**src/rtl/shape_render_sched.sv**
```systemverilog
// shape_render_sched
//   Frame sequencer for a bank of N_PIECES render_shape instances.
//   - Raster counters (hc, vc) and the newframe/newline strobes that step the shapes.
//   - Double-buffered geometry: game logic writes the shadow bank. A commit copies
//     shadow to active on the cycle just before newframe, so the shapes see a
//     geometry set that stays constant for the whole frame.
//   - Resolves per-pixel coverage into a registered top-most piece ID.
//
// Ports
//   clk, rst                    pixel clock, synchronous active-high reset
//   cfg_we/cfg_idx/cfg_*        shadow-bank write of one piece (idx >= N_PIECES ignored)
//   cfg_commit                  request shadow->active copy at the next frame boundary
//   commit_pending/commit_done  commit status / one-cycle copy pulse
//   shp_newframe/shp_newline    combinational strobes to all shapes
//   shp_ty..shp_iy              active bank, packed, piece 0 in the LSBs
//   shp_hit                     per-piece coverage from the shapes
//   pix_valid/pix_x/pix_y/pix_id  registered pixel result (pix_id == N_PIECES: background)
//
// Optional build macro SHAPE_RENDER_SCHED_COVER_EN adds cover_count[19:0]: the number
// of covered active pixels in the previous frame.

module shape_render_sched #(
  parameter int N_PIECES   = 7,
  parameter int INT_BITS   = 10,
  parameter int FLOAT_BITS = 16,
  parameter int H_ACTIVE   = 640,
  parameter int H_TOTAL    = 800,
  parameter int V_ACTIVE   = 480,
  parameter int V_TOTAL    = 525,
  parameter int IDW        = $clog2(N_PIECES + 1)
) (
  input  logic                             clk,
  input  logic                             rst,
  input  logic                             cfg_we,
  input  logic [IDW-1:0]                   cfg_idx,
  input  logic [INT_BITS-1:0]              cfg_ty,
  input  logic [INT_BITS-1:0]              cfg_size,
  input  logic [FLOAT_BITS-1:0]            cfg_sin,
  input  logic [FLOAT_BITS-1:0]            cfg_cos,
  input  logic [FLOAT_BITS-1:0]            cfg_ix,
  input  logic [FLOAT_BITS-1:0]            cfg_iy,
  input  logic                             cfg_commit,
  output logic                             commit_pending,
  output logic                             commit_done,
  output logic                             shp_newframe,
  output logic                             shp_newline,
  output logic [N_PIECES*INT_BITS-1:0]     shp_ty,
  output logic [N_PIECES*INT_BITS-1:0]     shp_size,
  output logic [N_PIECES*FLOAT_BITS-1:0]   shp_sin,
  output logic [N_PIECES*FLOAT_BITS-1:0]   shp_cos,
  output logic [N_PIECES*FLOAT_BITS-1:0]   shp_ix,
  output logic [N_PIECES*FLOAT_BITS-1:0]   shp_iy,
  input  logic [N_PIECES-1:0]              shp_hit,
  output logic                             pix_valid,
  output logic [9:0]                       pix_x,
  output logic [9:0]                       pix_y,
  output logic [IDW-1:0]                   pix_id
`ifdef SHAPE_RENDER_SCHED_COVER_EN
  ,
  output logic [19:0]                      cover_count
`endif
);

  localparam int HCW = $clog2(H_TOTAL);
  localparam int VCW = $clog2(V_TOTAL);
  localparam int IW  = N_PIECES * INT_BITS;
  localparam int FW  = N_PIECES * FLOAT_BITS;

  logic [HCW-1:0] r_hc;
  logic [VCW-1:0] r_vc;
  logic           w_hc_last;
  logic           w_vc_last;
  logic           w_active;
  logic           w_swap;
  logic [IDW-1:0] w_top;

  logic [IW-1:0]  r_sh_ty, r_sh_size, r_ac_ty, r_ac_size;
  logic [FW-1:0]  r_sh_sin, r_sh_cos, r_sh_ix, r_sh_iy;
  logic [FW-1:0]  r_ac_sin, r_ac_cos, r_ac_ix, r_ac_iy;
  logic           r_commit_pending;
  logic           r_commit_done;
  logic           r_pix_valid;
  logic [9:0]     r_pix_x;
  logic [9:0]     r_pix_y;
  logic [IDW-1:0] r_pix_id;

  assign w_hc_last = (r_hc == HCW'(H_TOTAL - 1));
  assign w_vc_last = (r_vc == VCW'(V_TOTAL - 1));
  assign w_active  = (r_hc < HCW'(H_ACTIVE)) && (r_vc < VCW'(V_ACTIVE));
  // One cycle before newframe: the copy lands exactly as the shapes restart.
  assign w_swap    = (r_hc == HCW'(H_TOTAL - 2)) && w_vc_last;

  assign shp_newframe = w_hc_last && w_vc_last;
  // No newline after the last active line: newframe restarts the shapes instead.
  assign shp_newline  = w_hc_last && (r_vc <= VCW'(V_ACTIVE - 2));

  // Raster counters; reset parks them on the last pixel so the first cycle is newframe.
  always_ff @(posedge clk) begin
    if (rst) begin
      r_hc <= HCW'(H_TOTAL - 1);
      r_vc <= VCW'(V_TOTAL - 1);
    end else if (w_hc_last) begin
      r_hc <= '0;
      if (w_vc_last) begin
        r_vc <= '0;
      end else begin
        r_vc <= r_vc + VCW'(1);
      end
    end else begin
      r_hc <= r_hc + HCW'(1);
    end
  end

  // Shadow bank: one piece written per cfg_we, out-of-range indices match no slot.
  always_ff @(posedge clk) begin
    if (rst) begin
      r_sh_ty   <= '0;
      r_sh_size <= '0;
      r_sh_sin  <= '0;
      r_sh_cos  <= '0;
      r_sh_ix   <= '0;
      r_sh_iy   <= '0;
    end else begin
      for (int i = 0; i < N_PIECES; i++) begin
        if (cfg_we && (cfg_idx == IDW'(i))) begin
          r_sh_ty[i*INT_BITS +: INT_BITS]       <= cfg_ty;
          r_sh_size[i*INT_BITS +: INT_BITS]     <= cfg_size;
          r_sh_sin[i*FLOAT_BITS +: FLOAT_BITS]  <= cfg_sin;
          r_sh_cos[i*FLOAT_BITS +: FLOAT_BITS]  <= cfg_cos;
          r_sh_ix[i*FLOAT_BITS +: FLOAT_BITS]   <= cfg_ix;
          r_sh_iy[i*FLOAT_BITS +: FLOAT_BITS]   <= cfg_iy;
        end
      end
    end
  end

  // Active bank: copied from the pre-write shadow only at the swap point.
  always_ff @(posedge clk) begin
    if (rst) begin
      r_ac_ty   <= '0;
      r_ac_size <= '0;
      r_ac_sin  <= '0;
      r_ac_cos  <= '0;
      r_ac_ix   <= '0;
      r_ac_iy   <= '0;
    end else if (w_swap && r_commit_pending) begin
      r_ac_ty   <= r_sh_ty;
      r_ac_size <= r_sh_size;
      r_ac_sin  <= r_sh_sin;
      r_ac_cos  <= r_sh_cos;
      r_ac_ix   <= r_sh_ix;
      r_ac_iy   <= r_sh_iy;
    end else begin
      r_ac_ty   <= r_ac_ty;
      r_ac_size <= r_ac_size;
      r_ac_sin  <= r_ac_sin;
      r_ac_cos  <= r_ac_cos;
      r_ac_ix   <= r_ac_ix;
      r_ac_iy   <= r_ac_iy;
    end
  end

  // Commit handshake; a new request on the swap cycle wins so it re-arms for next frame.
  always_ff @(posedge clk) begin
    if (rst) begin
      r_commit_pending <= 1'b0;
      r_commit_done    <= 1'b0;
    end else begin
      r_commit_done <= w_swap && r_commit_pending;
      if (cfg_commit) begin
        r_commit_pending <= 1'b1;
      end else if (w_swap) begin
        r_commit_pending <= 1'b0;
      end else begin
        r_commit_pending <= r_commit_pending;
      end
    end
  end

  // Highest hit index wins; the ascending scan leaves the last set bit.
  always_comb begin
    w_top = IDW'(N_PIECES);
    for (int i = 0; i < N_PIECES; i++) begin
      if (shp_hit[i]) begin
        w_top = IDW'(i);
      end else begin
        w_top = w_top;
      end
    end
  end

  // Pixel result register, one cycle behind the raster counters.
  always_ff @(posedge clk) begin
    if (rst) begin
      r_pix_valid <= 1'b0;
      r_pix_x     <= 10'd0;
      r_pix_y     <= 10'd0;
      r_pix_id    <= IDW'(N_PIECES);
    end else begin
      r_pix_valid <= w_active;
      r_pix_x     <= 10'(r_hc);
      r_pix_y     <= 10'(r_vc);
      r_pix_id    <= w_active ? w_top : IDW'(N_PIECES);
    end
  end

`ifdef SHAPE_RENDER_SCHED_COVER_EN
  logic [19:0] r_cover_acc;
  logic [19:0] r_cover_count;

  // Covered-pixel tally; published and cleared on the newframe cycle (never active).
  always_ff @(posedge clk) begin
    if (rst) begin
      r_cover_acc   <= 20'd0;
      r_cover_count <= 20'd0;
    end else if (shp_newframe) begin
      r_cover_count <= r_cover_acc;
      r_cover_acc   <= 20'd0;
    end else if (w_active && (|shp_hit)) begin
      r_cover_acc   <= r_cover_acc + 20'd1;
    end else begin
      r_cover_acc   <= r_cover_acc;
    end
  end

  assign cover_count = r_cover_count;
`endif

  assign commit_pending = r_commit_pending;
  assign commit_done    = r_commit_done;
  assign shp_ty         = r_ac_ty;
  assign shp_size       = r_ac_size;
  assign shp_sin        = r_ac_sin;
  assign shp_cos        = r_ac_cos;
  assign shp_ix         = r_ac_ix;
  assign shp_iy         = r_ac_iy;
  assign pix_valid      = r_pix_valid;
  assign pix_x          = r_pix_x;
  assign pix_y          = r_pix_y;
  assign pix_id         = r_pix_id;

endmodule

```
**config.mk**
```make
export PLATFORM = sky130hd
export DESIGN_NAME = shape_render_sched
export DESIGN_NICKNAME = d
export VERILOG_FILES = /design/src/rtl/shape_render_sched.sv
export SDC_FILE = /design/constraint.sdc
export NUM_CORES = 2
export LEC_CHECK = 0
export ABC_AREA = 0
export CAP_MARGIN = 20
export CELL_PAD_IN_SITES_DETAIL_PLACEMENT = 2
export CELL_PAD_IN_SITES_GLOBAL_PLACEMENT = 2
export CORE_ASPECT_RATIO = 0.9
export CORE_UTILIZATION = 31
export DETAILED_ROUTE_END_ITERATION = 10
export MAX_ROUTING_LAYER = met4
export PLACE_DENSITY = 0.83
export SYNTH_ARGS = -nofsm -noshare
export SYNTH_HDL_FRONTEND = slang
export SYNTH_SLANG_ARGS = --single-unit
export TNS_END_PERCENT = 100
```
**constraint.sdc**
```tcl
create_clock -name clk -period 2.5 [get_ports clk]
set_input_delay 0.625 -clock clk [delete_from_list [all_inputs] [get_ports clk]]
set_output_delay 0.625 -clock clk [all_outputs]
set_load 0.02 [all_outputs]
```
==> impl_metrics.yaml <==
timing:
  slew-limit-headroom: 0.455
  worst_hold_slack_ps: 311
  setup_viol: 3
  rsz0062_at_grt: "yes"
  hold_viol_final: 0
  finalWorstSetupSlack_ps: -159
  skew_ps: 33.3
  max_freq_ghz: 0.376
  worstMarginPinSlew_ps: 815
  drv_slew: 0
  period_share: 1.06
  layout_min_cycle_time_ps: 2660
route:
  wire_per_inst_um: 26.2
  first_pass_iters: 5
  vias_per_cell: 5.58
  via_count: 44171
  drt-initial-drc-count: 3273
  routed_wl_um: 207000
  ant_nets: 0
  drc_errors: 0
layout:
  drive_above_1_share: 0.0756
  area_delta_synth_final_pct: 33.9
  fill_cells: 15223
  fin_area_mm2: 0.0585
  nNetsFinal: 6071
critical_path:
  crit_chain: "and3_4, a31oi_4, nor3b_2, nor3_4, buf_6"
  worstSetupEndpointType: "output pin"
  crit_buf_inv: 1
  slowest_stage: "dfxtp_4"
  startpoint_type: "flop"
  worstSetupPathType: "reg -> out"
  critPathMaxFanout: 7
  reg2reg_setup_slack_ps: -30
  reg2regPathDepth: 10
  arrival_ps: 2030
  slowest_delay_ps: 400
  reg2reg_to: "shp_iy[4]$_SDFFE_PP0P_"
  crit_family: "simple AND/OR/NAND/NOR gates"
  cp.required_ps: 1880
  r2r_start: "r_vc[1]$_SDFFE_PP0N_"
outcome:
  outcome: "finished, violations left"
  violations: "negative setup slack"
floorplan:
  core.rowCount: 130
  die_area_mm2: 0.142
  start_util: 0.313
  die_h_um: 358
  fp.dieW_um: 398
  ios: 714
  core_region_area_mm2: 0.140
placement:
  io_buffers: 713
  placed_area_mm2: 0.0537
  dp_hpwl_um: 130000
  place.gp.congestion: 0.852
synthesis:
  netlist_area_mm2: 0.0437
  synth_fp_nets: 5537
  netlist_instances: 5435
  synth-seq-cells: 1222
  yosys_warnings: 0
  synth_seq_area_share: 0.560
  synth_cell_types: 39
  avgSynthCellArea_um2: 8.04
hold_path:
  min_to: "pix_y[4]$_SDFF_PP0_"
  min_from: "rst"
  min_path_cells: 2
  hp-class: "in -> reg"
clocking:
  hold_buffers: 0
  cts_tree: "yes"
  worst_skew_pair.late_latency_ps: 780
  root_buffer: "clkbuf_16"
  cts_buffer_depth: 3
  h-tree-depth: 4
  clkTransAtPathRegs_ps: 70
  numCtsBuffers: 138
  cts_sinks: 1222
job:
  max_cap_violations: 0
power_and_ir_drop:
  vdd_drop_max_v: 0.000659
  leakage_nw: 19.6
  p_per_area_mw_per_mm2: 875
global_route:
  grt.overflow.total: 0
  grt_pass1_wl_um: 302000
  grt_pass1_vias: 47015
  grt_max_degree: 140
  grtUsageTotal: 0.286
  antenna_found_initial: 15
-- worst max path at each step --
stage | startpoint | endpoint | slack [ps] | cells after the start
6_report | r_vc[2]$_SDFFE_PP1N_ | shp_newline | -160 | 5
5_1_grt | r_hc[0]$_SDFF_PP1_ | shp_newline | -210 | 5
4_1_cts | r_hc[5]$_SDFF_PP0_ | shp_newline | -230 | 4
3_5_place_dp | cfg_idx[1] | r_sh_sin[98]$_SDFFE_PP0P_ | -20 | 6
3_3_place_gp | cfg_idx[1] | r_sh_sin[104]$_SDFFE_PP0P_ | 70 | 6
2_1_floorplan | r_hc[1]$_SDFF_PP1_ | shp_newline | 240 | 5
-- final cells by class --
class	count	area [µm²]	area share
clock buffer	203	4100	0.0701
antenna	5	12.5	0.000214
clock inverter	37	531	0.00907
tap	1848	2310	0.0395
inverter	6	22.5	0.000385
multi-input combinational	3682	17300	0.296
sequential	1222	24500	0.418
timing repair buffer	919	9710	0.166
-- repair_timing --
action,4_1_cts,5_1_grt
pin swaps,1,5
setup endpoints to repair,136,108
setup buffers,3,9
resized for setup,167,19
cloned,0,4
-- synthesized netlist by cell type (all sizes together) --
cell type | n | share of area
a21o | 1 | 0.00017
a21oi | 1183 | 0.14
a221o | 1 | 0.00023
a221oi | 1 | 0.00034
a31oi | 2 | 0.00029
and2 | 3 | 0.00043
and3 | 4 | 0.00057
and4 | 4 | 0.00080
and4bb | 1 | 0.00029
buf | 116 | 0.013
clkbuf | 409 | 0.035
clkinv | 1 | 0.000086
dfxtp | 1222 | 0.56
ha | 4 | 0.0011
inv | 5 | 0.00043
nand2 | 1190 | 0.10
nand2b | 3 | 0.00043
nand3 | 605 | 0.069
nand4 | 5 | 0.00072
nor2 | 18 | 0.0015
nor2b | 22 | 0.0031
nor3 | 10 | 0.0013
nor3b | 1 | 0.00017
nor4 | 2 | 0.00029
nor4b | 1 | 0.00034
o211ai | 2 | 0.00034
o21a | 1 | 0.00017
o21ai | 600 | 0.069
o21bai | 1 | 0.00017
o31ai | 2 | 0.00034
or3 | 2 | 0.00029
or4 | 2 | 0.00043
or4b | 1 | 0.00031
xnor2 | 4 | 0.00080
xor2 | 6 | 0.0012
-- layer usage --
layer | global-route usage | share of wire | vias up
met1 | 0.356 | 0.43 | 22649
met3 | 0.0383 | 0.055 | 450
met5 | - | 0 | -
met2 | 0.457 | 0.47 | 1512
li1 | - | - | 19560
met4 | 0.138 | 0.047 | 0
-- through the flow --
stage               setup TNS (ps)  utilization  setup slack [ps]  std cells  power (mW)
floorplan                        0            -               240       5435        25.2
global placement                 0        0.384              73.8       7661        29.5
detailed placement           -26.8        0.384             -16.1       7661        29.7
CTS                           -346        0.417              -230       7904        50.9
global route                 -1150        0.419              -211       7919        52.7
finish                        -341        0.419              -159       7922        51.2
-- cell usage in the layout, fill, tap and decap left out, types with 3 or more instances in the layout --
master and count:
buf_16 6, nand3_1 599, nand4_1 5, clkbuf_16 146, clkbuf_1 29, xnor2_1 4, clkdlybuf4s50_1 574, diode_2 5
nor3_2 4, nand3_4 6, and2_1 3, nand2_4 3, nor2_1 13, clkbuf_8 33, dfxtp_2 3, nor3_1 5
and3_4 3, nand2_1 1187, a21oi_1 1183, inv_1 3, buf_4 116, dfxtp_1 1216, bufinv_16 11, dfxtp_4 3
ha_1 4, nand2b_1 3, clkinv_8 3, o21ai_1 21, dlygate4sd2_1 134, nor2_4 5, xor2_1 6, clkinv_2 16
o21ai_0 579, buf_12 79, inv_6 3, nor2b_1 22
-- report_power, final --
group	internal, mW	switching (mW)
clock	12.5	8.62
combinational	2.63	7.30
sequential	19.9	0.275
total	35.0	16.2
-- logic make-up (layout without fill, tap and decap cells) --
kind of cell / after synthesis / count (layout) / synth area share
fa+ha+maj: 4 / 4 / 0.00115
buf+inv: 531 / 1165 / 0.0483
xor+xnor: 10 / 10 / 0.00200
flops: 1222 / 1222 / 0.560
compound gates: 1794 / 1794 / 0.206
other cells: 0 / 5 / 0
simple gates: 1874 / 1874 / 0.183
-- flip-flops by register name, indices dropped and copies added, names as in the netlist, 3 cells and up --
signal     count
r_sh_cos     112
r_sh_ix      112
r_sh_iy      112
r_sh_sin     112
shp_cos      112
shp_ix       112
shp_iy       112
shp_sin      112
r_sh_size     70
r_sh_ty       70
shp_size      70
shp_ty        70
pix_x         10
pix_y         10
r_hc          10
r_vc          10
pix_id         3
Power figures use the tool's default switching activity.
